<file path="config.mk">
export PLATFORM = sky130hd
export DESIGN_NAME = pwm_dimmer_multi
export DESIGN_NICKNAME = d
export VERILOG_FILES = /design/src/rtl/dimmer_pkg.sv /design/src/rtl/button_sync_edge.sv /design/src/rtl/pwm_dimmer_multi.sv
export SDC_FILE = /design/constraint.sdc
export NUM_CORES = 1
export LEC_CHECK = 0
export ABC_AREA = 1
export CORE_MARGIN = 1.5
export CORE_UTILIZATION = 31
export CTS_CLUSTER_DIAMETER = 150
export CTS_CLUSTER_SIZE = 8
export DETAILED_ROUTE_END_ITERATION = 10
export REMOVE_ABC_BUFFERS = 1
export SLEW_MARGIN = 20
export SYNTH_ARGS = -nofsm -noshare
export SYNTH_HDL_FRONTEND = slang
export SYNTH_HIERARCHICAL = 1
export SYNTH_SLANG_ARGS = --single-unit
</file>
<file path="constraint.sdc">
create_clock -name clock_50 -period 3.5 [get_ports clock_50]
set_input_delay 0.35 -clock clock_50 [delete_from_list [all_inputs] [get_ports clock_50]]
set_output_delay 0.35 -clock clock_50 [all_outputs]
set_load 0.1 [all_outputs]
</file>
<file path="src/rtl/dimmer_pkg.sv">
// rtl/dimmer_pkg.sv - shared types, encodings and threshold math for pwm_dimmer_multi
//
// Optional feature macro: PWM_DIMMER_GAMMA_EN
//   defined   : quadratic brightness curve (step*step*ticks)/(num_steps-1)
//   undefined : linear brightness curve step*ticks
// In both builds the top step is fully on (threshold = period length).
package dimmer_pkg;

  typedef enum logic [1:0] {
    MANUAL       = 2'd0,
    BREATHE_UP   = 2'd1,
    BREATHE_DOWN = 2'd2
  } dimmer_state_e;

  localparam logic MODE_MANUAL  = 1'b0;
  localparam logic MODE_BREATHE = 1'b1;

  // PWM compare threshold for a brightness step within a period of len clocks.
  // len and num_steps are elaboration-time constants at every call site, so the
  // divisions fold away.
  function automatic logic [31:0] calc_thr(input logic [31:0] step,
                                           input logic [31:0] len,
                                           input logic [31:0] num_steps);
    logic [31:0] ticks;
    ticks = len / (num_steps - 32'd1);
    if (step >= num_steps - 32'd1) return len;
`ifdef PWM_DIMMER_GAMMA_EN
    return (step * step * ticks) / (num_steps - 32'd1);
`else
    return step * ticks;
`endif
  endfunction

endpackage

</file>
<file path="src/rtl/button_sync_edge.sv">
// rtl/button_sync_edge.sv - two-flop synchroniser with falling-edge pulse
//
// Ports:
//   clk        : clock
//   rst_n      : asynchronous active-low reset (all flops reset to 1 = released)
//   btn_n      : raw active-low button, asynchronous to clk
//   fall_pulse : one-cycle pulse when the synchronised level goes 1 -> 0
module button_sync_edge (
  input  logic clk,
  input  logic rst_n,
  input  logic btn_n,
  output logic fall_pulse
);

  logic sync1_q;
  logic sync2_q;
  logic prev_q;

  always_ff @(posedge clk or negedge rst_n) begin
    if (!rst_n) begin
      sync1_q <= 1'b1;
      sync2_q <= 1'b1;
      prev_q  <= 1'b1;
    end else begin
      sync1_q <= btn_n;
      sync2_q <= sync1_q;
      prev_q  <= sync2_q;
    end
  end

  // Pulse is a gate of two flops, so it is glitch-free within the clock domain;
  // holding the button low yields exactly one pulse.
  assign fall_pulse = prev_q & ~sync2_q;

endmodule

</file>
<file path="src/rtl/pwm_dimmer_multi.sv">
// rtl/pwm_dimmer_multi.sv - multi-channel PWM LED dimmer with manual and breathe modes
//
// Optional feature macro: PWM_DIMMER_GAMMA_EN (quadratic brightness curve, see dimmer_pkg).
//
// Ports:
//   clock_50     : 50 MHz system clock, rising edge
//   clr_n        : asynchronous active-low reset
//   up_n         : brightness-up button, active-low, asynchronous
//   down_n       : brightness-down button, active-low, asynchronous
//   test         : 1 selects the short TEST_CYCLE_LEN period
//   mode         : 0 manual, 1 breathe
//   leds         : PWM outputs, all bits identical
//   stepcounter  : current brightness step
//   cyclecounter : current position within the PWM period
module pwm_dimmer_multi
  import dimmer_pkg::*;
#(
  parameter int NUM_LEDS        = 10,
  parameter int NUM_STEPS       = 16,
  parameter int STEP_W          = 4,
  parameter int CYCLE_W         = 18,
  parameter int CYCLE_LEN       = 249990,
  parameter int TEST_CYCLE_LEN  = 30,
  parameter int BREATHE_PERIODS = 4
) (
  input  logic                clock_50,
  input  logic                clr_n,
  input  logic                up_n,
  input  logic                down_n,
  input  logic                test,
  input  logic                mode,
  output logic [NUM_LEDS-1:0] leds,
  output logic [STEP_W-1:0]   stepcounter,
  output logic [CYCLE_W-1:0]  cyclecounter
);

  localparam logic [STEP_W-1:0]  STEP_MAX = STEP_W'(NUM_STEPS - 1);
  localparam logic [STEP_W-1:0]  STEP_ONE = STEP_W'(1);
  localparam logic [STEP_W-1:0]  STEP_ZERO = '0;
  localparam int                 BC_W     = (BREATHE_PERIODS > 1) ? $clog2(BREATHE_PERIODS) : 1;
  localparam logic [BC_W-1:0]    BC_LAST  = BC_W'(BREATHE_PERIODS - 1);
  localparam logic [CYCLE_W-1:0] LEN_RUN  = CYCLE_W'(CYCLE_LEN);
  localparam logic [CYCLE_W-1:0] LEN_TEST = CYCLE_W'(TEST_CYCLE_LEN);

  logic               up_pulse;
  logic               down_pulse;
  logic               test_q;
  logic               armed_q;
  logic               test_chg;
  logic               wrap;
  logic [CYCLE_W-1:0] period_last;
  logic [CYCLE_W-1:0] thr_next;
  logic [CYCLE_W-1:0] thr_q;
  dimmer_state_e      state_q;
  logic [BC_W-1:0]    bc_q;

  button_sync_edge u_up_sync (
    .clk        (clock_50),
    .rst_n      (clr_n),
    .btn_n      (up_n),
    .fall_pulse (up_pulse)
  );

  button_sync_edge u_down_sync (
    .clk        (clock_50),
    .rst_n      (clr_n),
    .btn_n      (down_n),
    .fall_pulse (down_pulse)
  );

  // armed_q masks the first edge after reset: test_q holds no real history yet,
  // so a test=1 level at release must not be mistaken for a change.
  assign test_chg    = armed_q & (test ^ test_q);
  assign period_last = test ? (LEN_TEST - 1'b1) : (LEN_RUN - 1'b1);
  // >= rather than == so a counter left beyond the short period still wraps.
  assign wrap        = ~test_chg & (cyclecounter >= period_last);
  // Threshold is evaluated against the period length that will apply next.
  assign thr_next    = test ? CYCLE_W'(calc_thr(32'(stepcounter), TEST_CYCLE_LEN, NUM_STEPS))
                            : CYCLE_W'(calc_thr(32'(stepcounter), CYCLE_LEN, NUM_STEPS));

  // Period counter, latched threshold and PWM outputs. The threshold only moves
  // at a period boundary, so a duty change never produces a runt pulse.
  always_ff @(posedge clock_50 or negedge clr_n) begin
    if (!clr_n) begin
      cyclecounter <= '0;
      thr_q        <= '0;
      leds         <= '0;
      test_q       <= 1'b0;
      armed_q      <= 1'b0;
    end else begin
      armed_q <= 1'b1;
      test_q  <= test;
      leds    <= {NUM_LEDS{cyclecounter < thr_q}};
      if (test_chg || wrap) begin
        cyclecounter <= '0;
        thr_q        <= thr_next;
      end else begin
        cyclecounter <= cyclecounter + 1'b1;
      end
    end
  end

  // Brightness state machine. A breathe step fires on every BREATHE_PERIODS-th wrap.
  always_ff @(posedge clock_50 or negedge clr_n) begin
    if (!clr_n) begin
      state_q     <= MANUAL;
      stepcounter <= '0;
      bc_q        <= '0;
    end else begin
      case (state_q)
        MANUAL: begin
          if (mode == MODE_BREATHE) begin
            state_q <= BREATHE_UP;
          end else if (up_pulse && !down_pulse && stepcounter != STEP_MAX) begin
            stepcounter <= stepcounter + 1'b1;
          end else if (down_pulse && !up_pulse && stepcounter != STEP_ZERO) begin
            stepcounter <= stepcounter - 1'b1;
          end
        end
        BREATHE_UP: begin
          if (mode == MODE_MANUAL) begin
            state_q <= MANUAL;
            bc_q    <= '0;
          end else if (wrap) begin
            if (bc_q == BC_LAST) begin
              bc_q <= '0;
              // Already at the top (breathe entered at max): turn around immediately.
              if (stepcounter >= STEP_MAX) begin
                stepcounter <= stepcounter - 1'b1;
                state_q     <= BREATHE_DOWN;
              end else begin
                stepcounter <= stepcounter + 1'b1;
                if (stepcounter == STEP_MAX - 1'b1) state_q <= BREATHE_DOWN;
              end
            end else begin
              bc_q <= bc_q + 1'b1;
            end
          end
        end
        BREATHE_DOWN: begin
          if (mode == MODE_MANUAL) begin
            state_q <= MANUAL;
            bc_q    <= '0;
          end else if (wrap) begin
            if (bc_q == BC_LAST) begin
              bc_q <= '0;
              if (stepcounter == STEP_ZERO) begin
                stepcounter <= STEP_ONE;
                state_q     <= BREATHE_UP;
              end else begin
                stepcounter <= stepcounter - 1'b1;
                if (stepcounter == STEP_ONE) state_q <= BREATHE_UP;
              end
            end else begin
              bc_q <= bc_q + 1'b1;
            end
          end
        end
        default: begin
          state_q <= MANUAL;
          bc_q    <= '0;
        end
      endcase
    end
  end

endmodule

</file>
# Word level (Yosys, flattened, before mapping)
# Index checks and enable logic that the tools add are counted.
classes:
  addsub: 4
  n_mul: 1
  n_lt_le_gt_ge: 4
  eq_ne: 22
  mux: 36
  n_bitwise: 9
  reduce_logical: 15
op_table:
  columns: ["operator", "n"]
  rows:
  - ["two-way mux 18 bit", 7]
  - ["two-way mux 4 bit", 11]
  - ["two-way mux 2 bit", 14]
  - ["adder 18 x 1 -> 18 bit (second input constant)", 1]
  - [">= comparator 18 bit", 1]
  - ["< comparator 18 bit", 1]
  - ["multiplier 4 x 14 -> 17 bit (second input constant)", 1]
  - ["!= test 2 bit (second input constant)", 8]
  - ["!= test 3 bit (second input constant)", 5]
  - ["!= test 4 bit (second input constant)", 3]
  - ["one-hot mux 4 bit (3 select lines)", 1]
  - ["AND reduction 9 bit", 1]
  - [">= comparator 4 bit (second input constant)", 2]
  - ["AND reduction 7 bit", 1]
  - ["one-hot mux 2 bit (3 select lines)", 1]
  - ["adder 4 x 1 -> 4 bit (second input constant)", 1]
  - ["bitwise AND 1 bit", 4]
  - ["equality test 2 bit (second input constant)", 2]
  - ["equality test 4 x 1 -> 1 bit (second input constant)", 1]
  - ["equality test 4 bit (second input constant)", 1]
  - ["logical AND 1 bit", 4]
  - ["logical NOT 4 bit", 1]
  - ["NOT 1 bit", 4]
  - ["one-hot mux 2 bit (2 select lines)", 1]
  - ["other kinds (13)", 14]
word_totals:
  register_bits: 53
  input_bits: 6
  output_inout_bits: 32
  elab_cells: 105

# Longest topological paths before layout
# Gate-level depths: netlist (run 1).
logic_depth:
  depth_word: 9
  depth_mapped: 15
  ltp_nobuf: 15

# Modules after synthesis
# The synthesis (run 1) kept the hierarchy.
by_module_without_submodules:
  columns: ["mod", "instances", "cells_each", "area_per_inst_um2", "seq_area_each_um2"]
  rows:
  - ["pwm_dimmer_multi", 1, 426, 3452.1, 1126.1]
  - ["button_sync_edge", 2, 5, 88.8, 78.8]

# Least setup slack after synthesis (run 1)
# Ideal clock, no wire load.
synth_path:
  path_type: "flip-flop to flip-flop"
  startpoint: "register stepcounter[1]"
  endpoint: "register thr_q[10]"
  arrival_time_ns: 3.177
  t_required_ns: 3.370
  slack_ns: 0.193
  stages_incl_launch_ff: 11
  path_buffers: 0
  cell_sequence: "dfrtp_1 inv_1 ha_1 ha_1 inv_1 fa_1 or3_1 o211ai_1 nand2_1 nand2_1 o22ai_1"
synth_via:
  elab_chain_len: 4
  word_cells_on_any_way: 6
  classes_between: "1 x mul; 1 x order compare; 4 x mux"
synth_rtl:
  columns: ["item", "line", "text"]
  rows:
  - ["from (decl)", "pwm_dimmer_multi.sv:33", "output logic [STEP_W-1:0] stepcounter,"]
  - ["from (signal assigned)", "pwm_dimmer_multi.sv:115", "stepcounter <= stepcounter + 1'b1;"]
  - ["from (signal assigned)", "pwm_dimmer_multi.sv:117", "stepcounter <= stepcounter - 1'b1;"]
  - ["from (signal assigned)", "pwm_dimmer_multi.sv:129", "stepcounter <= stepcounter - 1'b1;"]
  - ["parallel branches: the longest is 3 deep, another holds multiplier 4 x 14 -> 17 bit", null, null]
  - ["two-way mux 18 bit *", "pwm_dimmer_multi.sv:78", "assign thr_next = test ? CYCLE_W'(calc_thr(32'(stepcounter), TEST_CYCLE_LEN, NUM_STEPS))"]
  - ["to (signal assigned)", "pwm_dimmer_multi.sv:96", "thr_q <= thr_next;"]
  - ["to (decl)", "pwm_dimmer_multi.sv:53", "logic [CYCLE_W-1:0] thr_q;"]
# Every way passes the cells marked *.
# A chain may end at the register's enable or synchronous reset.

# Worst setup path after layout (run 1)
# Ends and elaborated chain as after synthesis.

==> flow_summary.toml, run 1 <==
[outcome]
status = "finished clean"

[floorplan]
rows = 39
ios = 38
core_area_mm2 = 0.01142
die_x_um = 111.2
die_h_um = 111.2
die_area_mm2 = 0.01237
start_util_pct = 31.79

[power_and_ir_drop]
report.power.total_mw = 3.536
cellLeakagePower_nw = 2.151
power.density_mw_per_mm2 = 824.3
peakVddDrop_mv = 0.5711

[placement]
dp_hpwl_mm = 6.273
placed_area_mm2 = 0.004100
dp.cells = 604
io_buffers = 37
gp_congestion = 0.7946

[worst_hold_path]
holdCritPathClass = "input port to async pin"

[critical_path]
crit_chain = "inv_1, ha_1, ha_1, inv_1, fa_1, or3_1, o211ai_1, nand2_1, nand2_1, o22ai_1"
max_stage_delay_ns = 0.56
critPathRequiredTime_ns = 3.65
cp_num_cells = 10
r2r_setup_slack_ns = 0.60
cp-end-kind = "register"
crit_family = "adder cells"
slowest_stage = "dfrtp_1"
worst_r2r_path_depth = 10
critPathBufInv = 2
critical_path_arrival_ns = 3.05
crit_type = "register to register"
startpoint_type = "register"
crit_fanout = 10

[timing]
worst_clock_skew_ns = 0.01044
hold_viol = 0
rsz0062_at_grt = "false"
slew_headroom_pct = 34.42
setup_viol = 0
worst_slew_pin_slew_ns = 0.9806
slew_violations = 0
fin_crit_sh_pct = 82.96
period_needed_ns = 2.903
clock.fmax_mhz = 344.4

[final_layout]
fin_cells = 612
syn_to_final_growth_pct = 18.17
finalNetCount = 527
final_cell_area_mm2 = 0.004289
post-route-util_pct = 37.56
n_fill_cell = 1172
drive_above_1_share_pct = 8.529
n_antenna_cell = 0

[cts]
cts_buffers = 5
root_buffer = "clkbuf_16"
insertion_delay_ns = 0.29
cts_resized = 0
cts_max_level = 2
cts_tree = "done"
clkTransAtPathRegs_ns = 0.07
ctsLongestPathBuffers = 2
cts_hold_buf = 0
clkSinkCount = 51
post_cts_buffers = 0

[detailed_routing]
drtIter0Drc = 174
via_per_inst = 4.819
routed_wirelength_mm = 7.982
firstDrtPassIters = 4
drc = 0
wl_per_cell_um = 13.04
vias = 2949
antenna_left = 0

[logic_synthesis]
synth_xor_area_share_pct = 4.102
yosysUniqueCellTypes = 41
synth.most_common_cell = "nand2_1"
synth-adder-area-share_pct = 18.48
synth_seq_cells = 51
synthTopCellsByCount = "nand2_1, inv_1, ha_1"
avgSynthCellArea_um2 = 8.325
ys_top_cells_by_area = "dfrtp_1, ha_1, nand2_1, inv_1, dfstp_2"
synth_top_family_by_area = "simple AND/OR/NAND/NOR gates"
netlist.area_leader.share_pct = 31.02
synth_ff_type = "dfrtp_1"
muxShareOfSynthArea_pct = 0
yosys_warnings = 6
synth_edf_count = 0
synth_seq_area_share_pct = 35.37
synth_compound_area_share_pct = 11.10
yosys.area.top_type = "dfrtp_1"
yosys.area_share.simple_pct = 21.89
netlist_instances = 436
ys_async_sr_fraction_pct = 100.0
mappedNetlistArea_mm2 = 0.003630

[global_routing]
antenna_found_initial = 0
grt_pass1_vias = 2950
overflow = 0
grt_max_degree = 33
grtUsageTotal_pct = 13.42
grt_pass1_wl_mm = 13.82

[flow_run]
drv_cap = 0
[per-stage QoR]
stage | worst slack [ns] | hold WS (ns) | setup TNS (ns)
after floorplan | -3.092 | 0.05441 | -30.92
after global placement | 0.5805 | 0.3391 | 0
after CTS | 0.5774 | 0.03910 | 0
after detailed placement | 0.6088 | 0.3458 | 0
after global routing | 0.4170 | 0.05910 | 0
final | 0.5965 | 0.02125 | 0
[placed cells by master, fill, tap and decap left out, types with 7 or more instances in the layout]
master           instances
a21oi_1                 18
nor2_1                  33
nand2_1                 82
nand3_1                 17
nor2_2                   7
xnor2_1                  7
ha_1                    52
o21ai_0                 18
xor2_1                  10
clkdlybuf4s50_1         36
dfrtp_1                 45
o22ai_1                 16
inv_1                   61
nor3_1                   8
[area by class of cell]
type                       count  area, µm²  share of cell area (%)
sequential                    51       1284                   29.93
timing repair buffer          40      387.9                   9.043
clock inverter                 2      60.06                   1.400
tap                          143      178.9                   4.172
multi-input combinational    309       2021                   47.11
inverter                      61      229.0                   5.338
clock buffer                   6      128.9                   3.005
[power breakdown]
part           switching [mW]  internal [mW]
clock network           0.205          0.410
registers               0.161          0.720
logic                    1.43          0.609
total                    1.80           1.74
[state kept, by name, summed over array words and instances (netlist names)]
register	cells
state_q	2
leds	1
u_up_sync/sync2_q	1
u_down_sync/sync1_q	1
u_down_sync/sync2_q	1
test_q	1
stepcounter	4
cyclecounter	18
u_down_sync/prev_q	1
bc_q	2
u_up_sync/prev_q	1
armed_q	1
u_up_sync/sync1_q	1
thr_q	16
[worst paths after layout]
kind | start | endpoint
setup / recovery | stepcounter[1] | thr_q[10]
hold / removal | clr_n | cyclecounter[5]
setup reg to reg | stepcounter[1] | thr_q[10]
hold reg to reg | u_down_sync/sync1_q | u_down_sync/sync2_q
max in group asynchronous | clr_n | u_up_sync/prev_q
min in group clock_50 | u_down_sync/sync1_q | u_down_sync/sync2_q
[layer usage]
layer  up-vias  share of wire (%)  wire [µm]  GRT usage (%)
met5         -                  0          0              0
met4         0               0.98         78          2.700
met3         6                2.2        178          2.406
met2        37                 48       3815          22.94
met1      1416                 49       3910          17.79
li1       1490                  -          -              -
[cell families (layout without fill, tap and decap cells)]
logic type | count (synthesis) | in the layout
other | 1 | 1
adders and majority gates | 53 | 53
and+or+nand+nor | 168 | 168
AOI/OAI and AO/OA | 70 | 70
xor gates and xnor gates | 17 | 17
DFF | 51 | 51
buffers and inverters | 76 | 109
(Power assumes the default switching activity.)
==> run 2, diff against run 1 <==
==> constraint.sdc (replaced) <==
create_clock -name clock_50 -period 2.8 [get_ports clock_50]
set_input_delay 0.28 -clock clock_50 [delete_from_list [all_inputs] [get_ports clock_50]]
set_output_delay 0.28 -clock clock_50 [all_outputs]
set_load 0.1 [all_outputs]
==> run 2 against run 1 <==
Net effect:
- the flow now finishes with violations (hold timing)
- final cell count is 0.82% higher
- sequential power up 19%
- combinational power rose by 28%
- register-to-register slack got worse by 0.33 ns
- clock power is 1% higher
==> flow_summary.toml, run 2 (synthesized netlist as in run 1, its figures left out) <==
[floorplan]
start_util_pct = 31.79
ios = 38
rows = 39
core_area_mm2 = 0.01142
die_h_um = 111.2
die_x_um = 111.2
die_area_mm2 = 0.01237

[global_routing]
grt_max_degree = 47
antenna_found_initial = 0
overflow = 0
grtUsageTotal_pct = 13.72
grt_pass1_vias = 3005
grt_pass1_wl_mm = 14.00

[cts]
cts_resized = 0
clkTransAtPathRegs_ns = 0.07
cts_buffers = 5
post_cts_buffers = 0
clkSinkCount = 51
insertion_delay_ns = 0.30
root_buffer = "clkbuf_16"
cts_tree = "done"
cts_hold_buf = 0
ctsLongestPathBuffers = 2
cts_max_level = 2

[timing]
rsz0062_at_grt = "false"
period_needed_ns = 2.532
worst_clock_skew_ns = 0.005987
slew_violations = 0
hold-worst-slack_ns = -0.01586
clock.fmax_mhz = 395.0
worst_slew_pin_slew_ns = 0.6041
fin_crit_sh_pct = 90.42
final.setup.tns_ns = 0
hold_viol = 20
setup_viol = 0
slew_headroom_pct = 59.72

[final_layout]
fin_cells = 617
final_cell_mix = "nand2_1, inv_1, ha_1, dfrtp_1, buf_4"
regMostFlops = "cyclecounter"
n_antenna_cell = 0
n_fill_cell = 1202
largestRegisters = "cyclecounter (18), thr_q (16), stepcounter (4)"
syn_to_final_growth_pct = 15.82
final_common_cell = "nand2_1"
largest_register_ffs = 18
drive_above_1_share_pct = 16.46
finalNetCount = 532

[outcome]
status = "complete, but fails checks"
violations = "hold timing"

[flow_run]
drv_cap = 0

[critical_path]
critical_path_arrival_ns = 2.74
rr_startpoint = "stepcounter[1]"
slowest_stage = "fa_1"
startpoint_type = "register"
critPathBufInv = 1
regToRegEndpoint = "thr_q[12]"
r2r_setup_slack_ns = 0.27
worst_r2r_path_depth = 9
critPathRequiredTime_ns = 3.01
crit_chain = "ha_1, ha_1, ha_1, inv_1, fa_1, or3_1, o211ai_1, o21ai_0, o22ai_1"
cp-end-kind = "register"
max_stage_delay_ns = 0.42
crit_type = "register to register"
crit_fanout = 3
crit_family = "adder cells"
cpMostUsedCell = "ha_1"

[power_and_ir_drop]
report.power.total_mw = 4.276
cellLeakagePower_nw = 2.198
power.density_mw_per_mm2 = 1017
peakVddDrop_mv = 0.7630

[detailed_routing]
vias = 2964
via_per_inst = 4.804
wl_per_cell_um = 12.87
drtIter0Drc = 125
routed_wirelength_mm = 7.939
drc = 0
antenna_left = 0
firstDrtPassIters = 4

[placement]
gp_congestion = 0.7877
io_buffers = 37
dp.cells = 609
dp_hpwl_mm = 6.140

[worst_hold_path]
holdCritPathClass = "input port to async pin"
-- run 2: cell count changes in the layout (fill, tap and decap cells not counted) --
cell	previous run	this run
inv_6	0	1
clkinv_2	0	2
buf_4	3	41
clkbuf_1	1	0
bufinv_16	2	0
buf_2	1	0
clkdlybuf4s50_1	36	4
-- run 2: worst max path at each step --
stage,start,end,slack (ns),depth (start not counted)
final,stepcounter[1],thr_q[12],0.27,9
after global routing,stepcounter[2],thr_q[12],0.13,9
after CTS,stepcounter[1],thr_q[12],0.28,9
after detailed placement,stepcounter[1],thr_q[10],0.30,10
after global placement,stepcounter[3],thr_q[7],0.34,10
after floorplan,leds[0],leds[0],-3.72,0
-- run 2: stage by stage --
step | util [%] | instance area, µm² | setup WS (ns)
final | 36.82 | 4204 | 0.2682
after global routing | 36.82 | 4204 | 0.1274
after detailed placement | 35.54 | 4058 | 0.2954
after floorplan | - | 3533 | -3.722
after global placement | 35.54 | 4058 | 0.3446
after CTS | 36.80 | 4202 | 0.2836
-- run 2: layout make-up --
class | count | area (µm²) | area share, %
multi-input combinational | 309 | 2021 | 48.07
clock buffer | 5 | 125.1 | 2.976
inverter | 61 | 229.0 | 5.446
sequential | 51 | 1284 | 30.54
timing repair buffer | 45 | 347.8 | 8.274
tap | 143 | 178.9 | 4.256
clock inverter | 3 | 18.77 | 0.4464
-- run 2: layer usage --
layer / vias to the layer above / wire length [µm] / GRT usage (%) / part of all wire, %
met5: - / 0 / 0 / 0
met4: 0 / 80 / 3.797 / 1.0
met3: 6 / 231 / 2.351 / 2.9
met2: 47 / 3834 / 23.80 / 48
met1: 1410 / 3792 / 17.54 / 48
li1: 1501 / - / - / -
-- run 2: worst register-to-register path: stages, from the launching register on --
cell	delay, ns
dfrtp_1	0.39
ha_1	0.30
ha_1	0.28
ha_1	0.18
inv_1	0.07
fa_1	0.42
or3_1	0.42
o211ai_1	0.12
o21ai_0	0.14
o22ai_1	0.13
-- run 2: power breakdown --
group | total [mW] | internal (mW) | switching [mW]
clock | 0.622 | 0.332 | 0.290
combinational | 2.61 | 0.757 | 1.85
sequential | 1.05 | 0.900 | 0.147
